--- config.mk ---
export PLATFORM = sky130hd
export DESIGN_NAME = day_letter_scanner_flat
export DESIGN_NICKNAME = d
export VERILOG_FILES = /design/src/rtl/day_letter_scanner_if.sv /design/src/rtl/day_letter_scanner.sv /design/src/flat_wrapper.sv
export SDC_FILE = /design/constraint.sdc
export NUM_CORES = 1
export LEC_CHECK = 0
export ABC_AREA = 1
export CAP_MARGIN = 25
export CORE_UTILIZATION = 55
export DETAILED_ROUTE_END_ITERATION = 7
export PLACE_DENSITY_LB_ADDON = 0.1
export SLEW_MARGIN = 40
export SYNTH_ARGS = -nofsm -noshare
export SYNTH_HDL_FRONTEND = slang
export SYNTH_SLANG_ARGS = --single-unit
--- constraint.sdc ---
create_clock -name clk -period 6 [get_ports clk]
set_input_delay 0.9 -clock clk [delete_from_list [all_inputs] [get_ports clk]]
set_output_delay 0.9 -clock clk [all_outputs]
set_load 0.05 [all_outputs]
--- src/rtl/day_letter_scanner_if.sv ---
// rtl/day_letter_scanner_if.sv - letter inputs and multiplexed display outputs of the day scanner
interface day_letter_scanner_if;
  logic [3:0] FirstLetter;
  logic [3:0] SecondLetter;
  logic [3:0] ThirdLetter;
  logic [3:0] FourthLetter;
  logic       setValue;
  logic [6:0] seg;
  logic [3:0] an;
  logic       frame_tick;

  modport master (
    output FirstLetter, SecondLetter, ThirdLetter, FourthLetter, setValue,
    input  seg, an, frame_tick
  );

  modport slave (
    input  FirstLetter, SecondLetter, ThirdLetter, FourthLetter, setValue,
    output seg, an, frame_tick
  );
endinterface

--- src/rtl/day_letter_scanner.sv ---
// rtl/day_letter_scanner.sv - frame-snapshotted 4-digit letter display multiplexer with set-mode blink
module day_letter_scanner #(
  parameter int SCAN_DIV     = 4,
  parameter int BLINK_FRAMES = 8
) (
  input  logic                 clk,
  input  logic                 resetTime,
  day_letter_scanner_if.slave  bus
);
  localparam int             SW        = (SCAN_DIV > 1) ? $clog2(SCAN_DIV) : 1;
  localparam logic [SW-1:0]  SLOT_LAST = SW'(SCAN_DIV - 1);
  localparam int             CW        = 9;
  localparam logic [CW-1:0]  CNT_LAST  = CW'(2 * BLINK_FRAMES - 1);
  localparam logic [CW-1:0]  CNT_HALF  = CW'(BLINK_FRAMES);

  logic [SW-1:0] r_slot;
  logic [1:0]    r_digit;
  logic [3:0]    r_shadow [4];
  logic [CW-1:0] r_cnt;
  logic          r_blank;
  logic [6:0]    r_seg;
  logic [3:0]    r_an;
  logic          r_ft;

  logic [SW-1:0] w_slot;
  logic [1:0]    w_digit;
  logic          w_wrap;
  logic [3:0]    w_shadow [4];
  logic [CW-1:0] w_cnt;
  logic          w_blank;
  logic [6:0]    w_seg;
  logic [3:0]    w_an;

  function automatic logic [6:0] decode(input logic [3:0] code);
    logic [6:0] s;
    case (code)
      4'd1:    s = 7'h77;
      4'd2:    s = 7'h5E;
      4'd3:    s = 7'h79;
      4'd4:    s = 7'h71;
      4'd5:    s = 7'h76;
      4'd6:    s = 7'h30;
      4'd7:    s = 7'h54;
      4'd8:    s = 7'h3F;
      4'd9:    s = 7'h73;
      4'd10:   s = 7'h50;
      4'd11:   s = 7'h6D;
      4'd12:   s = 7'h78;
      4'd13:   s = 7'h3E;
      default: s = 7'h00;
    endcase
    return s;
  endfunction

  // Outputs are derived from the next-state values so they describe the slot being entered.
  always_comb begin
    w_slot   = r_slot + 1'b1;
    w_digit  = r_digit;
    w_wrap   = 1'b0;
    w_shadow = r_shadow;
    w_cnt    = r_cnt;
    w_blank  = r_blank;
    w_seg    = 7'h00;
    w_an     = 4'b0000;

    if (r_slot == SLOT_LAST) begin
      w_slot  = '0;
      w_digit = r_digit + 2'd1;
      w_wrap  = (r_digit == 2'd3);
    end

    if (w_wrap) begin
      w_shadow[0] = bus.FirstLetter;
      w_shadow[1] = bus.SecondLetter;
      w_shadow[2] = bus.ThirdLetter;
      w_shadow[3] = bus.FourthLetter;
      w_cnt       = (r_cnt == CNT_LAST) ? '0 : r_cnt + 1'b1;
      w_blank     = bus.setValue && (w_cnt >= CNT_HALF);
    end

    if ((w_slot != '0) && !w_blank) begin
      w_an  = 4'b1000 >> w_digit;
      w_seg = decode(w_shadow[w_digit]);
    end
  end

  always_ff @(posedge clk) begin
    if (resetTime) begin
      r_slot  <= '0;
      r_digit <= 2'd0;
      for (int i = 0; i < 4; i++) r_shadow[i] <= 4'd0;
      r_cnt   <= '0;
      r_blank <= 1'b0;
      r_seg   <= 7'h00;
      r_an    <= 4'b0000;
      r_ft    <= 1'b0;
    end else begin
      r_slot   <= w_slot;
      r_digit  <= w_digit;
      r_shadow <= w_shadow;
      r_cnt    <= w_cnt;
      r_blank  <= w_blank;
      r_seg    <= w_seg;
      r_an     <= w_an;
      r_ft     <= w_wrap;
    end
  end

  assign bus.seg        = r_seg;
  assign bus.an         = r_an;
  assign bus.frame_tick = r_ft;
endmodule
--- src/flat_wrapper.sv ---
// flat-port wrapper written by rule: the top's interface ports become plain ports
module day_letter_scanner_flat 
#(
  parameter int SCAN_DIV     = 4,
  parameter int BLINK_FRAMES = 8
)
  (clk, resetTime, bus_FirstLetter, bus_SecondLetter, bus_ThirdLetter, bus_FourthLetter, bus_setValue, bus_seg, bus_an, bus_frame_tick);
  day_letter_scanner_if bus_i ();
  input  logic clk;
  input  logic resetTime;
  input wire logic [$bits(bus_i.FirstLetter)-1:0] bus_FirstLetter;
  input wire logic [$bits(bus_i.SecondLetter)-1:0] bus_SecondLetter;
  input wire logic [$bits(bus_i.ThirdLetter)-1:0] bus_ThirdLetter;
  input wire logic [$bits(bus_i.FourthLetter)-1:0] bus_FourthLetter;
  input wire logic [$bits(bus_i.setValue)-1:0] bus_setValue;
  output wire logic [$bits(bus_i.seg)-1:0] bus_seg;
  output wire logic [$bits(bus_i.an)-1:0] bus_an;
  output wire logic [$bits(bus_i.frame_tick)-1:0] bus_frame_tick;
  assign bus_i.FirstLetter = bus_FirstLetter;
  assign bus_i.SecondLetter = bus_SecondLetter;
  assign bus_i.ThirdLetter = bus_ThirdLetter;
  assign bus_i.FourthLetter = bus_FourthLetter;
  assign bus_i.setValue = bus_setValue;
  assign bus_seg = bus_i.seg;
  assign bus_an = bus_i.an;
  assign bus_frame_tick = bus_i.frame_tick;
  day_letter_scanner #(.SCAN_DIV(SCAN_DIV), .BLINK_FRAMES(BLINK_FRAMES)) u_core (.clk(clk), .resetTime(resetTime), .bus(bus_i));
endmodule
==> results.toml <==
[global_route]
grt_pass1_wl_um = 7670
grt_max_degree = 41
grt_pass1_vias = 1708
overflow = 0
grt_usage_pct = 22.7
antenna_found_initial = 0

[synth]
synth_seq_cells = 42
synth-warning-count = 0
netlist_top_cells_count = "nand2_1 (102), dfxtp_1 (42), nor2_1 (38), inv_1 (28), nand3_1 (28)"
syn_area_per_cell_sq_um = 6.99
yosysMostFrequentCell = "nand2_1"
syn_inst = 329
synthFlopType = "dfxtp_1"
synth.area.top_cells = "dfxtp_1 (37%), nand2_1 (17%), nor2_1 (6.2%)"
ys_async_sr_fraction_pct = 0
seq_area_frac_synth_pct = 36.5
netlist_area_sq_mm = 0.00230
synthDominantCellAreaShare_pct = 36.5
synth_cell_types = 32
syn_nets = 356
yosys.area.top_type = "dfxtp_1"
synth_edf_count = 0

[sta]
rsz0062_at_grt = "no"
setup_slack_ns = 3.14
slew_viol_final = 0
worst_slew_pin_slew_ns = 0.746
final-setup-viol-count = 0
max_freq_ghz = 0.350
skew_ns = 0.00430
maxSlewHeadroom_pct = 50.0
post-route-period-util_pct = 47.6
finalSetupTns_ns = 0
period_minus_slack_ns = 2.86
timing.final.hold_violations = 0

[cts]
root_buffer = "clkbuf_8"
htree_levels = 2
clock_path_buffers = 2
numCtsBuffers = 5
hold_buffers = 0
cts_sinks = 42
cts_resized = 0
cts_tree = "yes"
cts_setup_buffers = 0
clk_latency_ns = 0.29
clk_pin_slew_ns = 0.08

[floorplan]
core_sq_mm = 0.00400
fp.dieH_um = 66.7
die_x_um = 66.7
row_count = 23
dieArea_sq_mm = 0.00445
start_util_pct = 57.5
ios = 31

[critical_path]
endpoint_kind = "flop"
path_delay_family = "simple AND/OR/NAND/NOR gates"
r2r_setup_slack_ns = 3.14
ff2ff_path_depth = 15
reg2reg_to = "u_core.bus.seg[1]$_SDFF_PP0_"
reg2reg_from = "u_core.r_slot[0]$_SDFF_PP0_"
critPathSlowestCell = "ha_1"
cp_data_arrival_time_ns = 3.05
critPathMaxStageDelay_ns = 0.52
cp_max_fo = 40
path_cells = "ha_1 -> nand2_4 -> inv_2 -> nand2_1 -> nand2_1 -> nand2_1 -> nand3_1 -> nand2_2 -> ha_1 -> inv_1 -> nand2_1 -> nand3_1 -> nand2_1 -> inv_1 -> nor2_1"
path_class = "flop to flop"
startpoint_type = "flop"
worst-path-buf-inv = 3
critPathMostFrequentCell = "nand2_1"
required_ns = 6.19

[pwr]
cellPowerDensity_mw_per_mm2 = 225
power.leakage_uw = 0.00119
ir_drop_uv = 150

[job]
max-cap-violations = 0

[final_layout]
n_antenna_cell = 0
drive_above_1_share_pct = 8.19
fin_cells = 404
area_growth_pct = 16.1
fin_nets = 381

[placed_design]
portBuffers = 30
routabilityCongestion = 0.831
dpl.hpwl_um = 3240
placed_cells = 397
pre_cts_slack_ns = 3.20

[route]
route.detailed.drc = 0
first_pass_iters = 4
avgViaCountPerCell = 5.04
antenna_left = 0
wire_per_inst_um = 11.0
vias = 2035
drt_iter0_drc = 129
wirelength_um = 4460

[min_path]
min_path_cells = 1
min_path_type = "flop to flop"
worstHoldStart = "u_core.r_slot[0]$_SDFF_PP0_"
min_to = "u_core.r_slot[0]$_SDFF_PP0_"

[status]
outcome = "completed"
how the worst max path moves through the flow:
| stage | from | to | slack, ns | cells after the start |
|---|---|---|---|---|
| floorplan | u_core.r_digit[0]$_SDFF_PP0_ | u_core.bus.seg[1]$_SDFF_PP0_ | 3.96 | 15 |
| global placement | u_core.r_slot[0]$_SDFF_PP0_ | u_core.bus.seg[1]$_SDFF_PP0_ | 3.29 | 15 |
| detailed placement | u_core.r_slot[0]$_SDFF_PP0_ | u_core.bus.seg[1]$_SDFF_PP0_ | 3.20 | 15 |
| CTS | u_core.r_slot[0]$_SDFF_PP0_ | u_core.bus.seg[1]$_SDFF_PP0_ | 3.14 | 15 |
| global route | u_core.r_slot[0]$_SDFF_PP0_ | u_core.bus.seg[2]$_SDFF_PP0_ | 2.79 | 14 |
| finish | u_core.r_slot[0]$_SDFF_PP0_ | u_core.bus.seg[1]$_SDFF_PP0_ | 3.14 | 15 |
cell families after synthesis:
group	after synthesis	synth area share, %
XOR/XNOR	3	2.28
AND/OR/NAND/NOR	195	37.7
buffers and inverters	43	9.35
flip-flops	42	36.5
AO/OA/AOI/OAI	38	9.79
adder cells (fa/ha/maj)	8	4.35
per-stage QoR:
stage / hold slack (ns) / util, % / area, sq um / power (uW)
detailed placement: 0.428 / 64.0 / 2560 / 382
finish: 0.436 / 66.8 / 2670 / 602
floorplan: 0.398 / - / 2300 / 356
CTS: 0.441 / 66.8 / 2670 / 606
global placement: 0.405 / 64.1 / 2560 / 381
global route: 0.477 / 66.8 / 2670 / 628
cell type report:
type | instances | area, sq um
inverter | 31 | 116
multi-input combinational | 244 | 1240
timing repair buffer | 30 | 295
tap | 50 | 62.6
clock inverter | 1 | 30.0
sequential | 42 | 841
clock buffer | 6 | 82.6
fill | 373 | 1330
state kept, by name, summed over array words and instances (netlist names):
| register | count |
|---|---|
| u_core.bus.an | 4 |
| u_core.bus.frame_tick | 1 |
| u_core.bus.seg | 7 |
| u_core.r_blank | 1 |
| u_core.r_cnt | 9 |
| u_core.r_digit | 2 |
| u_core.r_shadow | 16 |
| u_core.r_slot | 2 |
layer usage:
layer / track usage (%) / share of wire [%] / up-vias
met3: 5.14 / 4.8 / 4
met2: 35.1 / 45 / 46
li1: - / - / 1096
met1: 30.8 / 49 / 889
met4: 7.71 / 1.1 / 0
met5: 0 / 0 / -
cells in the final DEF, fill, tap and decap left out:
cell type	n
xor2_1	1
xnor2_2	1
or2_1	2
and2_1	1
nand3b_1	2
inv_1	28
o21ai_0	7
clkbuf_8	6
a211oi_1	3
nand2_4	3
o21ai_1	7
nand3_1	28
or2_0	3
clkdlybuf4s50_1	29
inv_2	2
nor3_1	3
ha_1	8
nand3_2	5
nand4_1	3
bufinv_16	1
o21ai_4	1
xor2_4	1
nand2_2	4
nor2_2	1
nor2_1	38
o21bai_1	2
nand2_1	102
a21oi_1	15
buf_2	1
o21ai_2	3
dfxtp_1	42
clkinv_1	1
power breakdown:
group          total (uW)  internal (uW)  switching (uW)
logic                87.7           33.0            54.7
registers             288            285            2.77
clock network         226            133            93.1
total                 602            451             150
Power figures use the tool's default switching activity.
